**config.mk**
```make
export PLATFORM = sky130hd
export DESIGN_NAME = sparse_ks_addsub_pipe
export DESIGN_NICKNAME = d
export VERILOG_FILES = /design/src/rtl/ks_alu_pkg.sv /design/src/rtl/ks_prefix_tree.sv /design/src/rtl/sparse_ks_addsub_pipe.sv
export SDC_FILE = /design/constraint.sdc
export NUM_CORES = 1
export LEC_CHECK = 0
export ABC_AREA = 1
export CAP_MARGIN = 30
export CORE_ASPECT_RATIO = 0.8
export CORE_MARGIN = 3
export CORE_UTILIZATION = 55
export CTS_BUF_LIST = sky130_fd_sc_hd__clkbuf_8 sky130_fd_sc_hd__clkbuf_16
export DETAILED_ROUTE_END_ITERATION = 8
export HOLD_SLACK_MARGIN = 0.1
export PLACE_DENSITY = 0.8
export SLEW_MARGIN = 15
export SYNTH_ARGS = -nofsm -noshare
export SYNTH_HDL_FRONTEND = slang
export SYNTH_SLANG_ARGS = --single-unit
```
**constraint.sdc**
```tcl
create_clock -name clk -period 2.7 [get_ports clk]
set_input_delay 0.27 -clock clk [delete_from_list [all_inputs] [get_ports clk]]
set_output_delay 0.27 -clock clk [all_outputs]
set_load 0.01 [all_outputs]
```
**src/rtl/ks_alu_pkg.sv**
```systemverilog
// Shared types and elaboration helpers for the sparse Kogge-Stone add/sub unit.
package ks_alu_pkg;

  typedef enum logic {OP_ADD = 1'b0, OP_SUB = 1'b1} op_e;

  localparam int KS_MIN_WIDTH = 8;
  localparam int KS_MAX_WIDTH = 64;

  // Number of prefix levels needed to cover width/sparsity groups.
  function automatic int ks_levels(input int width, input int sparsity);
    int groups;
    int lv;
    groups = width / sparsity;
    lv = 0;
    while ((1 << lv) < groups) lv++;
    return lv;
  endfunction

endpackage

```
**src/rtl/ks_prefix_tree.sv**
```systemverilog
// Combinational Kogge-Stone prefix over group generate/propagate; grp_c[k] is the carry into group k.
module ks_prefix_tree
  import ks_alu_pkg::*;
#(
  parameter int N_GROUPS = 8
) (
  input  logic [N_GROUPS-1:0] grp_g,
  input  logic [N_GROUPS-1:0] grp_p,
  input  logic                cin,
  output logic [N_GROUPS:0]   grp_c
);

  localparam int LEVELS = ks_levels(N_GROUPS, 1);

  genvar l, i;
  generate
    for (l = 0; l <= LEVELS; l++) begin : lvl
      logic [N_GROUPS-1:0] g;
      logic [N_GROUPS-1:0] p;
      if (l == 0) begin : base
        assign g = grp_g;
        assign p = grp_p;
      end else begin : comb
        localparam int D = 1 << (l - 1);
        for (i = 0; i < N_GROUPS; i++) begin : node
          if (i >= D) begin : op
            assign g[i] = lvl[l-1].g[i] | (lvl[l-1].p[i] & lvl[l-1].g[i-D]);
            assign p[i] = lvl[l-1].p[i] & lvl[l-1].p[i-D];
          end else begin : pass
            assign g[i] = lvl[l-1].g[i];
            assign p[i] = lvl[l-1].p[i];
          end
        end
      end
    end
  endgenerate

  // Fold the external carry-in into every prefix span [k:0].
  assign grp_c[0] = cin;
  for (i = 0; i < N_GROUPS; i++) begin : g_cout
    assign grp_c[i+1] = lvl[LEVELS].g[i] | (lvl[LEVELS].p[i] & cin);
  end

endmodule

```
**src/rtl/sparse_ks_addsub_pipe.sv**
```systemverilog
// 3-stage add/subtract on a sparse Kogge-Stone tree; one global stall, in_ready = !out_valid || out_ready.
// Optional KS_ADDSUB_SAT_EN adds in_sat for signed saturation on overflow.
module sparse_ks_addsub_pipe
  import ks_alu_pkg::*;
#(
  parameter int WIDTH    = 32,
  parameter int SPARSITY = 4
) (
  input  logic             clk,
  input  logic             rst_n,
  input  logic             in_valid,
  output logic             in_ready,
  input  logic [WIDTH-1:0] in_a,
  input  logic [WIDTH-1:0] in_b,
  input  logic             in_sub,
  input  logic             in_ci,
`ifdef KS_ADDSUB_SAT_EN
  input  logic             in_sat,
`endif
  output logic             out_valid,
  input  logic             out_ready,
  output logic [WIDTH-1:0] out_res,
  output logic             out_co,
  output logic             out_zero,
  output logic             out_neg,
  output logic             out_ovf
);

  localparam int N_GROUPS = WIDTH / SPARSITY;

  if ((WIDTH % SPARSITY) != 0 || WIDTH < KS_MIN_WIDTH || WIDTH > KS_MAX_WIDTH) begin : g_bad_width
    $error("sparse_ks_addsub_pipe: illegal WIDTH %0d for SPARSITY %0d", WIDTH, SPARSITY);
  end
  if (SPARSITY != 2 && SPARSITY != 4) begin : g_bad_sparsity
    $error("sparse_ks_addsub_pipe: illegal SPARSITY %0d", SPARSITY);
  end

  logic advance;
  logic accept;
  logic sat_req;

  assign advance  = !out_valid || out_ready;
  assign in_ready = advance;
  assign accept   = in_valid && advance;

`ifdef KS_ADDSUB_SAT_EN
  assign sat_req = in_sat;
`else
  assign sat_req = 1'b0;
`endif

  // S1: subtraction becomes A + ~B + !borrow so the tree only ever adds.
  logic             s1_valid;
  logic [WIDTH-1:0] s1_a;
  logic [WIDTH-1:0] s1_b;
  logic             s1_ci;
  logic             s1_sat;
  op_e              s1_op;

  always_ff @(posedge clk) begin
    if (!rst_n) begin
      s1_valid <= 1'b0;
      s1_a     <= '0;
      s1_b     <= '0;
      s1_ci    <= 1'b0;
      s1_sat   <= 1'b0;
      s1_op    <= OP_ADD;
    end else if (advance) begin
      s1_valid <= accept;
      if (accept) begin
        s1_a   <= in_a;
        s1_b   <= in_sub ? ~in_b : in_b;
        s1_ci  <= in_sub ? !in_ci : in_ci;
        s1_sat <= sat_req;
        s1_op  <= in_sub ? OP_SUB : OP_ADD;
      end
    end
  end

  logic [WIDTH-1:0]    s1_g;
  logic [WIDTH-1:0]    s1_p;
  logic [N_GROUPS-1:0] grp_g;
  logic [N_GROUPS-1:0] grp_p;
  logic [N_GROUPS:0]   tree_c;

  assign s1_g = s1_a & s1_b;
  assign s1_p = s1_a ^ s1_b;

  always_comb begin
    grp_g = '0;
    grp_p = '0;
    for (int k = 0; k < N_GROUPS; k++) begin
      grp_p[k] = 1'b1;
      for (int j = 0; j < SPARSITY; j++) begin
        grp_g[k] = s1_g[k*SPARSITY+j] | (s1_p[k*SPARSITY+j] & grp_g[k]);
        grp_p[k] = grp_p[k] & s1_p[k*SPARSITY+j];
      end
    end
  end

  ks_prefix_tree #(.N_GROUPS(N_GROUPS)) u_tree (
    .grp_g (grp_g),
    .grp_p (grp_p),
    .cin   (s1_ci),
    .grp_c (tree_c)
  );

  // S2: bitwise G/P travel alongside the group carries for the S3 ripple.
  logic              s2_valid;
  logic [WIDTH-1:0]  s2_g;
  logic [WIDTH-1:0]  s2_p;
  logic [N_GROUPS:0] s2_c;
  logic              s2_sat;
  op_e               s2_op;

  always_ff @(posedge clk) begin
    if (!rst_n) begin
      s2_valid <= 1'b0;
      s2_g     <= '0;
      s2_p     <= '0;
      s2_c     <= '0;
      s2_sat   <= 1'b0;
      s2_op    <= OP_ADD;
    end else if (advance) begin
      s2_valid <= s1_valid;
      if (s1_valid) begin
        s2_g   <= s1_g;
        s2_p   <= s1_p;
        s2_c   <= tree_c;
        s2_sat <= s1_sat;
        s2_op  <= s1_op;
      end
    end
  end

  logic [WIDTH-1:0] sum;
  logic [WIDTH-1:0] res;
  logic             ovf;
  logic             ripple_c;

  always_comb begin
    sum      = '0;
    ripple_c = 1'b0;
    for (int i = 0; i < WIDTH; i++) begin
      if ((i % SPARSITY) == 0) ripple_c = s2_c[i/SPARSITY];
      sum[i]   = s2_p[i] ^ ripple_c;
      ripple_c = s2_g[i] | (s2_p[i] & ripple_c);
    end
  end

  // Operand MSBs agree iff p is 0 there, and then g holds the shared sign.
  assign ovf = !s2_p[WIDTH-1] && (sum[WIDTH-1] != s2_g[WIDTH-1]);

  always_comb begin
    res = sum;
    if (s2_sat && ovf) res = s2_g[WIDTH-1] ? {1'b1, {(WIDTH-1){1'b0}}} : {1'b0, {(WIDTH-1){1'b1}}};
  end

  always_ff @(posedge clk) begin
    if (!rst_n) begin
      out_valid <= 1'b0;
      out_res   <= '0;
      out_co    <= 1'b0;
      out_zero  <= 1'b0;
      out_neg   <= 1'b0;
      out_ovf   <= 1'b0;
    end else if (advance) begin
      out_valid <= s2_valid;
      if (s2_valid) begin
        out_res  <= res;
        out_co   <= (s2_op == OP_SUB) ? !s2_c[N_GROUPS] : s2_c[N_GROUPS];
        out_zero <= (res == '0);
        out_neg  <= res[WIDTH-1];
        out_ovf  <= ovf;
      end
    end
  end

endmodule

```
Word level (Yosys, flattened, before mapping)
Cells that the tools add are included. Widths: inputs -> output; s select.

Bits in registers: 179. Memories: 0. Word-level logic and storage cells: 254. Bits in writable memories: 0. Bits in latches: 0. Bits in read-only memories: 0.

Equal/unequal tests: 1. $lt $le $gt $ge: 0. Multipliers: 0. Muxes and demuxes: 4. Add/sub/neg operators: 0. Reduce and logical (&&, ||, !) cells: 11. Divide/modulo/power cells: 0. Bitwise logic cells: 222. Shift-type cells: 0.

Operators with widths (number): $and 1x1->1 (114); $or 1x1->1 (73); $and 32x32->32 (1); $logic_not 32->1 (1); $mux 32 (1); $not 32->32 (1); $xor 1x1->1 (32); $xor 32x32->32 (1); $reduce_and 2->1 (3); $logic_not 1->1 (4); $mux 1 (3); $logic_and 1x1->1 (2); $logic_or 1x1->1 (1); $ne 1x1->1 (1).

Longest topological paths before layout
Gate-level depths: netlist (run 1).

Depth in word-level cells: 14. Depth in mapped cells: 12. Mapped depth without buffers: 12.

Cells and area by module
A second synthesis (run 1) with hierarchy kept.

Cells, all modules: 985. Area total of the unflattened synthesis: 7810.0 um^2.

Modules (own cells, without submodules): sparse_ks_addsub_pipe (area each 7516.0 um^2, cells each 921, times used 1); ks_prefix_tree (area each 294.0 um^2, cells each 64, times used 1).

Worst setup path before layout (run 1)
Ideal clock, no wire load.

Kind: register to register. Start: reg s2_p[16]. End: reg out_zero. Path slack: 0.605 ns. Cell stages (with the launch flop): 11. Data arrival time: 2.023 ns. Library setup time: 0.072 ns. Period minus slack after synthesis: 2.095 ns. Required time: 2.628 ns. Buffers on the path: 0. Path through: dfxtp_1 -> ha_1 -> or2_2 -> ha_1 -> or2_2 -> ha_1 -> nor4_1 -> nand3_1 -> nor2_1 -> nand3_1 -> a21oi_1.

Elaborated cells on any way between the ends: 11.

RTL lines: from (decl) (RTL line sparse_ks_addsub_pipe.sv:111) `logic [WIDTH-1:0] s2_p;`; from (signal assigned) (RTL line sparse_ks_addsub_pipe.sv:128) `s2_p <= s1_p;`; $and 1x1->1 (RTL line sparse_ks_addsub_pipe.sv:147) `ripple_c = s2_g[i] | (s2_p[i] & ripple_c);`; $or 1x1->1 (RTL line sparse_ks_addsub_pipe.sv:147); $and 1x1->1 (RTL line sparse_ks_addsub_pipe.sv:147); $or 1x1->1 (RTL line sparse_ks_addsub_pipe.sv:147); $xor 1x1->1 (RTL line sparse_ks_addsub_pipe.sv:146) `sum[i] = s2_p[i] ^ ripple_c;`; net res[18] (RTL line sparse_ks_addsub_pipe.sv:137) `logic [WIDTH-1:0] res;`; $logic_not 32->1 (RTL line sparse_ks_addsub_pipe.sv:172) `out_zero <= (res == '0);`; to (signal assigned) (RTL line sparse_ks_addsub_pipe.sv:172); to (decl) (RTL line sparse_ks_addsub_pipe.sv:24) `output logic out_zero,`.

The timed path passes the listed nets, and every way through them passes these cells. A chain may end at the register's enable or synchronous reset.

Worst setup path in the final report (run 1)
Ends and elaborated chain as after synthesis.

==> metrics.txt, run 1 <==
Initial Util 0.578; core area 0.0132 sq mm; PwrDens 659 mW/mm^2; total power draw 6.11 mW; vias per cell 5.30; vias in the first global route 5622; Max Clock Skew 7.00 ps; Post-Syn Area 0.00765 sq mm; total I/O pin count 108; Antenna Nets Post-Route 0; Hold Path Sink s2_g[22]$_SDFFE_PN0P_; outcome finished clean; Worst-Skew Late Latency 430 ps; Syn Inst Count 950; Synth Area per Inst 8.05 sq um; I/O Buffers 107; Setup Viol. Count Final 0; ANT cells 0; leakage power 4.00 nW; Period minus WS final 2450 ps; Die ar. 0.0154 sq mm; crit end category register; # Post-CTS Setup Buffers 0; worst slew pin tran 702 ps; CP required 3050 ps; setup tns final 0 ps; hold crit path type primary input to register; vias 6429; CTS Hold Bufs 0; Netlist cell types 36; initial antenna violation count 0; capturing point of the worst reg2reg path out_zero$_SDFFE_PN0P_; post-DP HPWL 12500 um; largest net degree at the start of global routing 115; final hold viol count 0; final worst-path cycle share 0.909; Mapped Nets 1076; first-pass GRT wire length 28600 um; TritonCTS Sinks 171; gr usage total 0.233; # DRC 0; register area 0.00342 sq mm; total grt overflow 0; row cnt 37; CTS Buf Count 17; Peak supply drop 0.570 mV; post-CTS sizing 0; Pre-antenna DRT Iters 5; RSZ-0062 raised after global routing false; layout cells sized above 1 0.0654; CP Launch Type register; R2R Path Start s2_p[16]$_SDFFE_PN0P_; drt wl/cell 14.5 um; Fmax 0.407 GHz; hold path cells 3; Multi-input gate area 0.00367 sq mm; Routed WL 17600 um; Arr. time, crit path 2800 ps; clock-pin slew on the worst setup and hold paths 60 ps; synth warn 0; htree depth 4; Syn-to-layout area delta 21.2%; final net count 1152; Max-slew headroom 0.532; critical path class register to register; reg2reg path depth 10; critical path peak fanout 2; clk root buf clkbuf_16; die width 138 um; sequential share of the synthesized area 0.447; clock buffer depth 2; Filler cells 1087; GPL Wtd Cong 0.868; die height 111 um; Iteration-0 DRC Markers 495; Max Slew Vio Count 0; FF-to-FF setup slack 250 ps; CTS tree done; Seq cells post-synth 171; max cap viols 0; hold path startpoint rst_n
-- cell usage in the layout, fill, tap and decap left out, types with 3 or more instances in the layout --
cell and count:
clkinvlp_4 5, xor2_1 9, dfxtp_1 171, o21ai_0 162, a21oi_1 84, ha_1 56, buf_12 3, nor2_1 211
or2_2 16, inv_1 52, o21ai_1 3, xnor2_1 33, clkdlybuf4s50_1 105, clkbuf_8 3, nand3_1 14, nor3_1 3
nor4_1 4, nand4_1 5, clkbuf_16 17, nand2_1 53, buf_4 5
-- layout make-up --
cell class	instances	share of cell area
inverters	55	0.0228
well taps	175	0.0236
multi-input cells	667	0.396
clock buffers	20	0.0503
clock inverters	12	0.0134
repair buffers	114	0.124
flip-flops and latches	171	0.369
-- metrics by stage --
| stage | util | cells | hold slack (ps) | setup WS, ps | cell area, sq um |
|---|---|---|---|---|---|
| floorplan | - | 950 | 433 | 605 | 7650 |
| global placement | 0.656 | 1182 | 456 | 373 | 8680 |
| detailed placement | 0.656 | 1182 | 467 | 270 | 8680 |
| CTS | 0.700 | 1214 | 290 | 263 | 9270 |
| global route | 0.700 | 1214 | 330 | 127 | 9270 |
| finish | 0.700 | 1214 | 310 | 246 | 9270 |
-- flip-flops by register name, summed over array words and instances (netlist names), 9 cells and up --
name	cells
out_res	32
s1_a	32
s1_b	32
s2_p	32
s2_g	25
s2_c	9
-- worst max-delay path, cell delays in order (launching register included) --
cell and delay, ps:
dfxtp_1 310, ha_1 180, or2_2 270, ha_1 170
or2_2 270, ha_1 300, nor4_1 440, nand3_1 150
nor2_1 110, nand3_1 70, a21oi_1 110
-- report_power, final --
group / internal [mW] / total, mW / switching (mW)
Combinational: 0.408 / 0.915 / 0.507
Sequential: 2.70 / 2.80 / 0.102
Clock: 1.42 / 2.39 / 0.966
-- synthesized netlist by cell type, drive strengths merged --
cell / n / share of area
xor2: 9 / 0.010
o21bai: 1 / 0.00098
inv: 54 / 0.027
clkinv: 1 / 0.00049
ha: 56 / 0.092
buf: 36 / 0.035
nor2: 213 / 0.11
or2: 16 / 0.013
clkbuf: 21 / 0.010
a21oi: 85 / 0.056
o21a: 2 / 0.0020
and3: 1 / 0.00082
a211oi: 1 / 0.00098
nand3: 15 / 0.010
nand4: 5 / 0.0041
nor4: 4 / 0.0033
nor3: 4 / 0.0033
xnor2: 33 / 0.038
dfxtp: 171 / 0.45
nand2: 57 / 0.032
o21ai: 165 / 0.11
-- worst max path at each step --
stage / start / endpoint / slack [ps]
2_1_floorplan: s2_p[16]$_SDFFE_PN0P_ / out_zero$_SDFFE_PN0P_ / 610
3_3_place_gp: s2_p[16]$_SDFFE_PN0P_ / out_zero$_SDFFE_PN0P_ / 370
3_5_place_dp: s2_p[16]$_SDFFE_PN0P_ / out_zero$_SDFFE_PN0P_ / 270
4_1_cts: s2_p[16]$_SDFFE_PN0P_ / out_zero$_SDFFE_PN0P_ / 260
5_1_grt: s2_p[16]$_SDFFE_PN0P_ / out_zero$_SDFFE_PN0P_ / 130
6_report: s2_p[16]$_SDFFE_PN0P_ / out_zero$_SDFFE_PN0P_ / 250
-- logic make-up (layout without fill, tap and decap cells) --
group | count (synthesis) | count (layout) | share of synthesized area
xor+xnor | 42 | 42 | 0.0481
compound gates | 254 | 254 | 0.168
fa+ha+maj | 56 | 56 | 0.0916
buf+inv | 112 | 201 | 0.0724
flops | 171 | 171 | 0.447
simple gates | 315 | 315 | 0.173
-- layer usage --
| layer | part of all wire | GRT usage | routed length, um |
|---|---|---|---|
| met1 | 0.53 | 0.402 | 9360 |
| met5 | 0 | 0 | 0 |
| met2 | 0.37 | 0.283 | 6550 |
| met3 | 0.088 | 0.0547 | 1540 |
| met4 | 0.0095 | 0.0487 | 167 |
No activity file was read; power rests on OpenSTA's default activity.
==> inputs of run 2 (changes only) <==
--- a/config.mk
+++ b/config.mk
@@ -11,9 +11,11 @@
 export CORE_MARGIN = 3
 export CORE_UTILIZATION = 55
 export CTS_BUF_LIST = sky130_fd_sc_hd__clkbuf_8 sky130_fd_sc_hd__clkbuf_16
+export CTS_CLUSTER_SIZE = 24
 export DETAILED_ROUTE_END_ITERATION = 8
 export HOLD_SLACK_MARGIN = 0.1
 export PLACE_DENSITY = 0.8
+export SKIP_LAST_GASP = 1
 export SLEW_MARGIN = 15
 export SYNTH_ARGS = -nofsm -noshare
 export SYNTH_HDL_FRONTEND = slang
==> results of run 2 <==
Same layout as run 1: the final DEF is identical, and so are final timing and power.
==> inputs of run 3 (changes only) <==
--- a/config.mk
+++ b/config.mk
@@ -11,10 +11,12 @@
 export CORE_MARGIN = 3
 export CORE_UTILIZATION = 55
 export CTS_BUF_LIST = sky130_fd_sc_hd__clkbuf_8 sky130_fd_sc_hd__clkbuf_16
+export CTS_CLUSTER_DIAMETER = 200
 export CTS_CLUSTER_SIZE = 24
 export DETAILED_ROUTE_END_ITERATION = 8
 export HOLD_SLACK_MARGIN = 0.1
 export PLACE_DENSITY = 0.8
+export SETUP_SLACK_MARGIN = 0.1
 export SKIP_LAST_GASP = 1
 export SLEW_MARGIN = 15
 export SYNTH_ARGS = -nofsm -noshare
==> results of run 3 <==
Same layout as run 1: the final DEF is identical, and so are final timing and power.
